`config.mk`:
```
export PLATFORM = sky130hd
export DESIGN_NAME = vga_capture
export DESIGN_NICKNAME = d
export VERILOG_FILES = /design/src/rtl/vga_capture.sv
export SDC_FILE = /design/constraint.sdc
export NUM_CORES = 1
export LEC_CHECK = 0
export CAP_MARGIN = 20
export CORE_MARGIN = 2
export CORE_UTILIZATION = 25
export DETAILED_ROUTE_END_ITERATION = 6
export GPL_ROUTABILITY_DRIVEN = 0
export PLACE_DENSITY = 0.52
export SLEW_MARGIN = 30
export SYNTH_ARGS = -nofsm -noshare
export SYNTH_HDL_FRONTEND = slang
export SYNTH_SLANG_ARGS = --single-unit
```
`constraint.sdc`:
```
create_clock -name clk -period 4 [get_ports clk]
set_input_delay 1.2 -clock clk [delete_from_list [all_inputs] [get_ports clk]]
set_output_delay 1.2 -clock clk [all_outputs]
set_load 0.05 [all_outputs]
```
`src/rtl/vga_capture.sv`:
```
// VGA capture front end: registers the incoming raster, measures line and frame
// timing, locks onto the expected raster and emits visible pixels with coordinates.
module vga_capture #(
    parameter int H_LINE    = 1344,
    parameter int H_START   = 296,
    parameter int H_VISIBLE = 1024,
    parameter int V_FRAME   = 806,
    parameter int V_START   = 34,
    parameter int V_VISIBLE = 768
) (
    input  logic        clk,
    input  logic        rst,
    input  logic        hsync,
    input  logic        vsync,
    input  logic [7:0]  red,
    input  logic [7:0]  green,
    input  logic [7:0]  blue,
    output logic        pix_valid,
    output logic [9:0]  pix_x,
    output logic [9:0]  pix_y,
    output logic [23:0] pix_data,
    output logic        frame_start,
    output logic [10:0] line_total,
    output logic [10:0] frame_total,
    output logic        locked,
    output logic        timing_err
);

    localparam logic [10:0] CNT_MAX   = 11'h7FF;
    localparam logic [10:0] H_LINE_C  = 11'(H_LINE);
    localparam logic [10:0] V_FRAME_C = 11'(V_FRAME);
    localparam logic [10:0] H_OFF     = 11'(H_START);
    localparam logic [10:0] V_OFF     = 11'(V_START);
    localparam logic [11:0] H_LO      = 12'(H_START);
    localparam logic [11:0] H_HI      = 12'(H_START + H_VISIBLE);
    localparam logic [11:0] V_LO      = 12'(V_START);
    localparam logic [11:0] V_HI      = 12'(V_START + V_VISIBLE);

    typedef enum logic [1:0] {
        ST_UNLOCKED = 2'd0,
        ST_ACQUIRE  = 2'd1,
        ST_LOCKED   = 2'd2
    } lock_state_t;

    function automatic logic [10:0] sat_inc(input logic [10:0] v);
        return (v == CNT_MAX) ? v : v + 11'd1;
    endfunction

    // Input stage (S1) and the second sync register used for edge detection.
    logic        r_hs_s1;
    logic        r_vs_s1;
    logic        r_hs_s2;
    logic        r_vs_s2;
    logic [23:0] r_rgb_s1;

    // Raster position of the sample currently held in S1 is w_hpos/w_vline;
    // the registers keep the position of the previous sample.
    logic [10:0] r_hpos;
    logic [10:0] r_vline;
    logic        r_vs_pending;

    lock_state_t r_state;
    lock_state_t w_state_next;

    logic        r_pix_valid;
    logic [9:0]  r_pix_x;
    logic [9:0]  r_pix_y;
    logic [23:0] r_pix_data;
    logic        r_frame_start;
    logic [10:0] r_line_total;
    logic [10:0] r_frame_total;
    logic        r_timing_err;

    logic        w_hs_fall;
    logic        w_vs_fall;
    logic        w_frame_edge;
    logic [10:0] w_hpos;
    logic [10:0] w_vline;
    logic [10:0] w_line_meas;
    logic [10:0] w_frame_meas;
    logic [10:0] w_hx;
    logic [10:0] w_vy;
    logic        w_visible;
    logic        w_line_err;
    logic        w_frame_err;
    logic        w_timing_err;

    // NOTE: every register below uses a synchronous reset and non-blocking
    // assignments, so all stages see the pre-edge values of their neighbours.
    always_ff @(posedge clk) begin
        if (rst) begin
            r_hs_s1  <= 1'b0;
            r_vs_s1  <= 1'b0;
            r_hs_s2  <= 1'b0;
            r_vs_s2  <= 1'b0;
            r_rgb_s1 <= '0;
        end else begin
            r_hs_s1  <= hsync;
            r_vs_s1  <= vsync;
            r_hs_s2  <= r_hs_s1;
            r_vs_s2  <= r_vs_s1;
            r_rgb_s1 <= {red, green, blue};
        end
    end

    assign w_hs_fall    = r_hs_s2 & ~r_hs_s1;
    assign w_vs_fall    = r_vs_s2 & ~r_vs_s1;
    // A vsync edge seen earlier in the line, or on this very sample, starts the frame.
    assign w_frame_edge = w_hs_fall & (r_vs_pending | w_vs_fall);

    assign w_line_meas  = sat_inc(r_hpos);
    assign w_frame_meas = sat_inc(r_vline);
    assign w_hpos       = w_hs_fall ? 11'd0 : sat_inc(r_hpos);
    assign w_vline      = w_frame_edge ? 11'd0 :
                          w_hs_fall    ? sat_inc(r_vline) : r_vline;

    assign w_hx      = w_hpos - H_OFF;
    assign w_vy      = w_vline - V_OFF;
    assign w_visible = ({1'b0, w_hpos}  >= H_LO) && ({1'b0, w_hpos}  < H_HI) &&
                       ({1'b0, w_vline} >= V_LO) && ({1'b0, w_vline} < V_HI);

    always_ff @(posedge clk) begin
        if (rst) begin
            r_hpos        <= '0;
            r_vline       <= '0;
            r_vs_pending  <= 1'b0;
            r_line_total  <= '0;
            r_frame_total <= '0;
        end else begin
            r_hpos  <= w_hpos;
            r_vline <= w_vline;
            if (w_hs_fall) begin
                r_vs_pending <= 1'b0;
                r_line_total <= w_line_meas;
            end else if (w_vs_fall) begin
                r_vs_pending <= 1'b1;
            end
            if (w_frame_edge) begin
                r_frame_total <= w_frame_meas;
            end
        end
    end

    assign w_line_err  = w_hs_fall & (w_line_meas != H_LINE_C);
    assign w_frame_err = w_frame_edge & (w_frame_meas != V_FRAME_C);

    always_ff @(posedge clk) begin
        if (rst) begin
            r_state <= ST_UNLOCKED;
        end else begin
            r_state <= w_state_next;
        end
    end

    // NOTE: defaults first, so no path through the case can infer a latch.
    always_comb begin
        w_state_next = r_state;
        w_timing_err = 1'b0;
        case (r_state)
            ST_UNLOCKED: begin
                if (w_frame_edge) begin
                    w_state_next = ST_ACQUIRE;
                end
            end
            ST_ACQUIRE: begin
                if (w_line_err || w_frame_err) begin
                    w_state_next = ST_UNLOCKED;
                end else if (w_frame_edge) begin
                    w_state_next = ST_LOCKED;
                end
            end
            ST_LOCKED: begin
                if (w_line_err || w_frame_err) begin
                    w_state_next = ST_UNLOCKED;
                    w_timing_err = 1'b1;
                end
            end
            default: begin
                w_state_next = ST_UNLOCKED;
            end
        endcase
    end

    always_ff @(posedge clk) begin
        if (rst) begin
            r_pix_valid   <= 1'b0;
            r_pix_x       <= '0;
            r_pix_y       <= '0;
            r_pix_data    <= '0;
            r_frame_start <= 1'b0;
            r_timing_err  <= 1'b0;
        end else begin
            r_frame_start <= w_frame_edge;
            r_timing_err  <= w_timing_err;
            if (w_visible && (r_state == ST_LOCKED)) begin
                r_pix_valid <= 1'b1;
                r_pix_x     <= w_hx[9:0];
                r_pix_y     <= w_vy[9:0];
                r_pix_data  <= r_rgb_s1;
            end else begin
                // Coordinates hold their last value outside the visible window.
                r_pix_valid <= 1'b0;
                r_pix_data  <= '0;
            end
        end
    end

    assign pix_valid   = r_pix_valid;
    assign pix_x       = r_pix_x;
    assign pix_y       = r_pix_y;
    assign pix_data    = r_pix_data;
    assign frame_start = r_frame_start;
    assign line_total  = r_line_total;
    assign frame_total = r_frame_total;
    assign locked      = (r_state == ST_LOCKED);
    assign timing_err  = r_timing_err;

endmodule

```
# Yosys cells after proc, flatten, opt, wreduce, memory -nomap -nowiden
# Index checks and enable logic that the tools add are counted.
totals:
  regBits: 122
  output_inout_bits: 70
  inputBits: 28
op_classes:
  eq_ne: 9
  n_addsub: 4
  muxes: 12
  bitwise_logic: 10
  n_reduce_logical: 10
  n_lt_le_gt_ge: 4
op_table:
  columns: ["op", "count"]
  rows:
  - ["$mux W11", 5]
  - ["$add A11 B1 Y11 const B", 2]
  - ["$eq A11 B11 Y1 const B", 2]
  - ["$ge A11 B6 Y1 const B", 1]
  - ["$ge A11 B9 Y1 const B", 1]
  - ["$lt A11 B10 Y1 const B", 1]
  - ["$lt A11 B11 Y1 const B", 1]
  - ["$ne A11 B10 Y1 const B", 1]
  - ["$ne A11 B11 Y1 const B", 1]
  - ["$sub A10 B6 Y10 const B", 1]
  - ["$sub A10 B9 Y10 const B", 1]
  - ["$mux W2", 4]
  - ["$pmux W2 S3", 1]
  - ["$reduce_or A2 Y1", 3]
  - ["$and A1 B1 Y1", 5]
  - ["$logic_and A1 B1 Y1", 4]
  - ["$not A1 Y1", 4]
  - ["$ne A3 B3 Y1 const B", 1]
  - ["$reduce_and A3 Y1", 1]
  - ["$eq A2 B1 Y1 const B", 1]
  - ["$eq A2 B2 Y1 const B", 1]
  - ["$logic_not A2 Y1", 1]
  - ["$mux W1", 2]
  - ["$ne A2 B1 Y1 const B", 1]
  - ["3 further kinds", 3]

# Logic depth before layout (Yosys ltp)
# Gate-level depths: netlist (run 1).
depth:
  word_depth: 11
  ltp_mapped: 14
  depth_no_buf: 12

# Worst setup path after synthesis (run 1)
# OpenSTA, ideal clock, no wires.
synth_path:
  kind: "register to register"
  startpoint: "register r_hpos[0]"
  endpoint: "register r_pix_y[6], in the netlist pix_y[6]"
  synth_period_minus_slack_ns: 3.528
  setup_slack_ns: 0.472
  path_stages_with_launch: 14
  setup_time_ns: 0.123
  arrival_time_ns: 3.405
  path_cell_list: "dfxtp_1 ha_1 nand2_1 o41ai_1 xnor2_1 nand2_1 ha_1 or3_1 a311o_1 a21o_1 o211a_1 buf_4 nand2_2 mux2_1"
synth_between:
  elab_chain_len: 8
synth_lines:
  columns: ["item", "line_no", "rtl"]
  rows:
  - ["from (decl)", "58", "logic [10:0] r_hpos;"]
  - ["from (signal assigned)", "130", "r_hpos <= w_hpos;"]
  - ["$add A11 B1 Y11 or $eq A11 B11 Y1 (tied branches)", "46", "return (v == CNT_MAX) ? v : v + 11'd1;"]
  - ["$mux W11 (*)", "46", null]
  - ["$mux W11 (*)", "113", "assign w_hpos = w_hs_fall ? 11'd0 : sat_inc(r_hpos);"]
  - ["$ge A11 B9 Y1 or $lt A11 B11 Y1 (tied branches)", "119", "assign w_visible = ({1'b0, w_hpos} >= H_LO) && ({1'b0, w_hpos} < H_HI) &&"]
  - ["$logic_and A1 B1 Y1 (*) (2 in series)", "119", null]
  - ["$logic_and A1 B1 Y1 (*)", "120", "({1'b0, w_vline} >= V_LO) && ({1'b0, w_vline} < V_HI);"]
  - ["$logic_and A1 B1 Y1 (*)", "195", "if (w_visible && (r_state == ST_LOCKED)) begin"]
  - ["to (signal assigned)", "198", "r_pix_y <= w_vy[9:0];"]
  - ["to (decl)", "67", "logic [9:0] r_pix_y;"]
# Mark *: on every way between the ends. The rest lies on a longest branch, timed or not.
# A chain may end at the register's enable or synchronous reset.

# Final worst setup path (run 1)
layout_path:
  startpoint: "register r_hpos[0]"
  endpoint: "register r_pix_y[2], in the netlist pix_y[2]"
# The elaborated chain is that of the path after synthesis.

==> results of run 1 <==
==> per-stage QoR <==
stage	area [sq um]	util, %
CTS	6964	34.42
detailed placement	6386	31.56
global route	6998	34.58
global placement	6386	31.56
finish	6998	34.58
floorplan	5161	-
==> sequential cells by signal (all words and copies together) (netlist names), 2 cells and up <==
name / cells
frame_total: 11
pix_x: 10
r_rgb_s1: 24
pix_y: 10
r_state: 2
line_total: 11
pix_data: 24
r_hpos: 11
r_vline: 11
==> how the worst min path moves through the flow <==
stage / endpoint / depth (start not counted) / slack [ps]
after floorplan: r_state[0]$_SDFFE_PP0P_ / 1 / 410
after global placement: r_state[0]$_SDFFE_PP0P_ / 1 / 420
after detailed placement: pix_data[3]$_SDFF_PP0_ / 1 / 450
after CTS: r_state[0]$_SDFFE_PP0P_ / 1 / 450
after global routing: pix_data[20]$_SDFF_PP0_ / 1 / 480
final: pix_x[7]$_SDFFE_PP0P_ / 2 / 450
==> cell type report <==
type                    instances  area share [%]
repair buffers                118           16.06
clock inverters                15           2.181
clock buffers                  17           6.079
flip-flops and latches        122           34.90
inverters                       5          0.2682
well taps                     270           4.827
multi-input cells             398           35.69
==> what timing repair did <==
action,CTS,global route
setup buffers,0,2
endpoints found under the setup margin,0,38
hold buffers,0,0
resized for setup,0,4
==> per-layer routing <==
| layer | up-vias | track usage (%) | part of all wire [%] |
|---|---|---|---|
| met5 | - | 0 | 0 |
| met4 | 0 | 5.962 | 2.1 |
| met1 | 2181 | 16.51 | 43 |
| met2 | 154 | 23.16 | 50 |
| li1 | 2214 | - | - |
| met3 | 27 | 3.704 | 5.5 |
==> placed cells by master (no fill, tap or decap), types with 5 or more instances in the layout <==
cell type / n
a211oi_1: 8
a21o_1: 5
a21oi_1: 36
a31oi_1: 7
and2_1: 10
and3_1: 34
buf_4: 21
clkbuf_16: 17
clkdlybuf4s50_1: 96
dfxtp_1: 122
inv_1: 5
inv_6: 6
nand2_1: 43
nand2b_1: 5
nand3_1: 21
nor2_1: 47
nor2b_1: 34
nor3_1: 15
o21ai_0: 24
o31ai_1: 6
xnor2_1: 10
==> worst min-delay path: stages (launching register included) <==
cell     delay, ps
dfxtp_1        310
nand2_1         50
o21ai_1         50
==> logic make-up (layout without fill, tap and decap cells) <==
logic type / Yosys count / in the layout / synth area share [%]
buf+inv: 50 / 155 / 4.655
fa+ha+maj: 4 / 4 / 0.9697
compound gates: 138 / 138 / 18.98
xor+xnor: 14 / 14 / 2.376
mux: 6 / 6 / 1.212
simple gates: 235 / 236 / 24.48
flops: 122 / 122 / 47.32
==> synth_stat cells (5+ instances only) <==
| master | number |
|---|---|
| buf_2 | 10 |
| nor2b_1 | 34 |
| a31oi_1 | 7 |
| xnor2_1 | 10 |
| nand2b_1 | 5 |
| o31ai_1 | 6 |
| a211oi_1 | 8 |
| and2_1 | 9 |
| nor3_1 | 15 |
| nand2_1 | 43 |
| a21o_1 | 5 |
| buf_4 | 8 |
| dfxtp_1 | 122 |
| clkbuf_1 | 21 |
| o21ai_0 | 25 |
| and3_1 | 34 |
| nor2_1 | 47 |
| nand3_1 | 21 |
| a21oi_1 | 36 |
| inv_1 | 5 |
==> report_power, final <==
group	internal (uW)	switching (uW)	leakage, uW	total (uW)
combinational	51.8	69.6	0.00135	121
clock	876	623	0.000283	1500
sequential	1240	9.56	0.000991	1250
==> impl_metrics.csv, run 1 <==
group,metric,value,unit
timing,finClkSkew,10.72,ps
worst_setup_path,crit_path_max_fanout,17,
floorplan,pin_count,98,
final_layout,drive_gt1_share,12.15,%
worst_setup_path,rrSetupSlack,290,ps
synthesis,ys_async_sr_fraction,0,%
worst_setup_path,path_cells,"ha_1, and2_1, o311ai_1, xor2_1, or2_2, ha_1, or3_1, a311o_1, nand3_1, o211ai_2, nor2_4, a211oi_2",
place,dp_hpwl,10470,um
synthesis,synth_edf_count,0,
drt,drt_iter0_markers,276,
floorplan,die_x,147.7,um
worst_setup_path,critical_path_arrival,3980,ps
outcome,status,"finished clean",
grt,grt_overflow,0,
place,post-place-cells,910,
timing,min_period_over_period,92.73,%
worst_setup_path,ff2ff_path_depth,12,
synthesis,postSynthAreaPerCell,9.071,sq um
drt,wirelength,15010,um
worst_setup_path,endpoint,"pix_y[2]$_SDFFE_PP0P_",
synthesis,ys_top_cells_by_area,"dfxtp_1, and3_1, nor2b_1",
floorplan,core,20230,sq um
worst_setup_path,critPathLaunch,"r_hpos[0]$_SDFF_PP0_",
final_layout,regArea,2442,sq um
worst_setup_path,slowest_stage,"nor2_4",
drt,vias,4576,
place,place_ws,63.39,ps
clock_network,insertion_delay,420,ps
floorplan,num_rows,52,
floorplan,start_util,25.51,%
timing,whs,453.0,ps
flow_run,maxCapViolations,0,
grt,grt_start_max_net_pins,61,
synthesis,yosysWarnings,0,
min_path,hold_path.startpoint,"pix_x[7]$_SDFFE_PP0P_",
worst_setup_path,timing.rr.start,"r_hpos[0]$_SDFF_PP0_",
final_layout,nFillCells,2055,
power_and_ir_drop,power_density,409.5,nW/um^2
synthesis,synthFlopType,"dfxtp_1",
worst_setup_path,critPathKind,"register to register",
final_layout,multi_input_area,2497,sq um
synthesis,seq_area_frac_synth,47.32,%
final_layout,instances_no_fill,945,
grt,antenna_found_initial,0,
floorplan,die-area,21810,sq um
drt,ant_nets,0,
worst_setup_path,cp_top_family,"simple AND/OR/NAND/NOR gates",
synthesis,synth_top_area_share,47.32,%
grt,grt_pass1_wl,23670,um
final_layout,nets,694,
grt,grt_usage,13.76,%
clock_network,cts_buffer_depth,2,
timing,tns,0,ps
min_path,holdCritPathClass,"register to register",
power_and_ir_drop,power.total,2866,uW
timing,rsz0062_at_grt,"false",
clock_network,clock_sink_count,122,
worst_setup_path,critPathBufInv,0,
worst_setup_path,worst-path-stages,12,
clock_network,htreeDepth,4,
timing,period_minus_slack,3709,ps
synthesis,syn-num-nets,601,
grt,grt_pass1_vias,4548,
power_and_ir_drop,vdd_ir_drop_max,0.2882,mV
timing,final_hold_viol_count,0,
clock_network,cts_tree,"done",
timing,setup_violations,0,
drt,wire_per_inst,15.88,um
timing,finalWorstSetupSlack,291.0,ps
worst_setup_path,r2r_end,"pix_y[2]$_SDFFE_PP0P_",
drt,remaining_drc_errors,0,
worst_setup_path,cp-start-kind,"register",
clock_network,root_buffer,"clkbuf_16",
synthesis,syn-cell-area,5161,sq um
timing,timing.slew.headroom,52.44,%
worst_setup_path,required,4270,ps
timing,clock.fmax,0.2696,GHz
timing,tightest_slew,713.4,ps
drt,firstDrtPassIters,4,
floorplan,fp.dieH,147.7,um
drt,drt-vias-per-instance,4.842,
worst_setup_path,cp_slowest_stage_delay,480,ps
clock_network,clk_pin_slew,60,ps
worst_setup_path,endpoint_kind,"register",
place,port_buffers,97,
synthesis,netlist_instances,569,
final_layout,antenna_cells,0,
synthesis,synth_top_area_cell,"dfxtp_1",
final_layout,area_growth,35.59,%
timing,slew_viol_final,0,
synthesis,synth_cell_types,79,
clock_network,cts_buffers,17,
power_and_ir_drop,p_leak,0.002624,uW
synthesis,synth-seq-cells,122,
worst_setup_path,path_common_cell,"ha_1",
No activity file was read; power rests on OpenSTA's default activity.
==> inputs of run 2 (changes only) <==
--- a/config.mk
+++ b/config.mk
@@ -6,6 +6,7 @@
 export NUM_CORES = 1
 export LEC_CHECK = 0
 export CAP_MARGIN = 20
+export CORE_ASPECT_RATIO = 1.4
 export CORE_MARGIN = 2
 export CORE_UTILIZATION = 25
 export DETAILED_ROUTE_END_ITERATION = 6
==> constraint.sdc (replaced) <==
create_clock -name clk -period 4.1 [get_ports clk]
set_input_delay 1.23 -clock clk [delete_from_list [all_inputs] [get_ports clk]]
set_output_delay 1.23 -clock clk [all_outputs]
set_load 0.05 [all_outputs]
==> run 2 against run 1 <==
Net effect:
- sequential power barely moved
- wire length rose by 5.7%
- highest routed layer unchanged
- clock power fell by 3%
- combinational power hardly changed
- sequential cell count unchanged
==> impl_metrics.csv, run 2 (synthesized netlist as in run 1, its figures left out) <==
group,metric,value,unit
drt,drt_iter0_markers,309,
min_path,holdCritPathClass,"register to register",
min_path,hold_path.startpoint,"r_state[1]$_SDFFE_PP0P_",
worst_setup_path,timing.rr.start,"r_hpos[3]$_SDFF_PP0_",
floorplan,die_x,125.4,um
floorplan,start_util,25.30,%
power_and_ir_drop,intPower,2163,uW
timing,final_hold_viol_count,0,
power_and_ir_drop,switching_power,627.6,uW
timing,timing.slew.headroom,50.76,%
power_and_ir_drop,p_clk_share,52.1,%
worst_setup_path,crit_path_max_fanout,9,
final_layout,area_growth,35.44,%
timing,period_minus_slack,3872,ps
power_and_ir_drop,pwr-share-comb,4.3,%
worst_setup_path,critPathKind,"register to register",
timing,slew_viol_final,0,
outcome,status,"finished clean",
grt,grt_pass1_vias,4488,
place,port_buffers,97,
worst_setup_path,rrSetupSlack,230,ps
worst_setup_path,required,4390,ps
power_and_ir_drop,p_leak,0.002600,uW
clock_network,clk_pin_slew,60,ps
worst_setup_path,endpoint_kind,"register",
grt,grt_usage,14.33,%
clock_network,htreeDepth,4,
clock_network,cts_buffer_depth,2,
drt,ant_nets,0,
worst_setup_path,critPathBufInv,1,
drt,firstDrtPassIters,5,
worst_setup_path,critical_path_arrival,4160,ps
final_layout,drive_gt1_share,11.69,%
min_path,min_to,"r_state[0]$_SDFFE_PP0P_",
worst_setup_path,ff2ff_path_depth,12,
drt,wire_per_inst,17.03,um
place,dp_hpwl,11340,um
power_and_ir_drop,switching_share,22.49,%
flow_run,maxCapViolations,0,
power_and_ir_drop,power_density,399.2,nW/um^2
timing,finClkSkew,8.033,ps
floorplan,die-area,21830,sq um
drt,vias,4559,
final_layout,layout_commonest_cell,"dfxtp_1",
clock_network,cts_buffers,17,
clock_network,root_buffer,"clkbuf_16",
floorplan,core,20400,sq um
worst_setup_path,path_cells,"nand3_1, o41ai_1, buf_4, xnor2_1, nand2_1, ha_1, or3_1, a311o_1, nand3_1, o211a_2, nand2_2, o311a_1",
timing,min_period_over_period,94.44,%
timing,tightest_slew,731.8,ps
final_layout,final_cell_mix,"dfxtp_1, clkdlybuf4s50_1, nor2_1",
timing,rsz0062_at_grt,"false",
min_path,hold_path_depth,1,
final_layout,nFillCells,2090,
clock_network,clock_sink_count,122,
worst_setup_path,r2r_end,"pix_y[7]$_SDFFE_PP0P_",
power_and_ir_drop,vdd_ir_drop_max,0.2664,mV
final_layout,regArea,2442,sq um
worst_setup_path,path_common_cell,"nand3_1",
final_layout,antenna_cells,0,
final_layout,multi_input_area,2490,sq um
worst_setup_path,cp_top_family,"compound AO/OA/AOI/OAI gates",
floorplan,pin_count,98,
worst_setup_path,cp-start-kind,"register",
final_layout,nets,696,
worst_setup_path,cp_slowest_stage_delay,480,ps
worst_setup_path,worst-path-stages,12,
clock_network,cts_tree,"done",
final_layout,final_util,34.26,%
grt,grt_start_max_net_pins,44,
timing,setup_violations,0,
drt,drt-vias-per-instance,4.892,
floorplan,num_rows,62,
power_and_ir_drop,p_seq_share,43.6,%
worst_setup_path,slowest_stage,"dfxtp_1",
drt,wirelength,15870,um
grt,grt_pass1_wl,24870,um
clock_network,insertion_delay,410,ps
timing,whs,450.1,ps
drt,remaining_drc_errors,0,
grt,grt_overflow,0,
clock_network,cts_hold_buf,0,
timing,tns,0,ps
timing,clock.fmax,0.2583,GHz
grt,antenna_found_initial,0,
floorplan,fp.dieH,174.0,um
run 2: repair_timing:
item	4_1_cts	5_1_grt
buffers inserted	0	1
resized for setup	0	2
setup endpoints to repair	0	37
run 2: how the worst max path moves through the flow:
| stage | start | end | slack, ps |
|---|---|---|---|
| 2_1_floorplan | r_hpos[0]$_SDFF_PP0_ | pix_y[6]$_SDFFE_PP0P_ | 570 |
| 3_3_place_gp | r_hpos[3]$_SDFF_PP0_ | pix_y[4]$_SDFFE_PP0P_ | 310 |
| 3_5_place_dp | r_hpos[3]$_SDFF_PP0_ | pix_y[4]$_SDFFE_PP0P_ | 150 |
| 4_1_cts | r_hpos[3]$_SDFF_PP0_ | pix_y[4]$_SDFFE_PP0P_ | 120 |
| 5_1_grt | r_hpos[3]$_SDFF_PP0_ | pix_y[7]$_SDFFE_PP0P_ | 50 |
| 6_report | r_hpos[3]$_SDFF_PP0_ | pix_y[7]$_SDFFE_PP0P_ | 230 |
run 2: power by group through the flow:
| stage | clock (uW) | combinational (uW) | sequential (uW) |
|---|---|---|---|
| 3_3_place_gp | 0 | 119 | 1240 |
| 4_1_cts | 1480 | 122 | 1220 |
| 6_report | 1450 | 121 | 1220 |
| 3_5_place_dp | 0 | 122 | 1240 |
| 2_1_floorplan | 0 | 56.4 | 1250 |
| 5_1_grt | 1530 | 131 | 1220 |
run 2: cell type report:
cell class	count	area share [%]
multi-input cells	398	35.62
flip-flops and latches	122	34.94
repair buffers	120	16.47
clock buffers	20	6.390
well taps	256	4.582
clock inverters	11	1.736
inverters	5	0.2685
run 2: per-layer routing:
metal | global-route usage, % | share of wire [%] | vias up | wire length (um)
met5 | 0 | 0 | - | 0
met4 | 6.019 | 2.4 | 0 | 382
met3 | 2.432 | 2.4 | 24 | 385
met2 | 26.19 | 55 | 99 | 8758
met1 | 16.30 | 40 | 2216 | 6345
li1 | - | - | 2220 | -
run 2: per-stage QoR:
| stage | power [uW] | cell area [sq um] | worst slack [ps] | std cells |
|---|---|---|---|---|
| after floorplan | 1305 | 5161 | 572.2 | 569 |
| after global placement | 1360 | 6391 | 307.7 | 899 |
| after detailed placement | 1363 | 6391 | 152.1 | 899 |
| after CTS | 2822 | 6959 | 122.2 | 930 |
| after global routing | 2881 | 6990 | 48.76 | 932 |
| final | 2790 | 6990 | 228.1 | 932 |
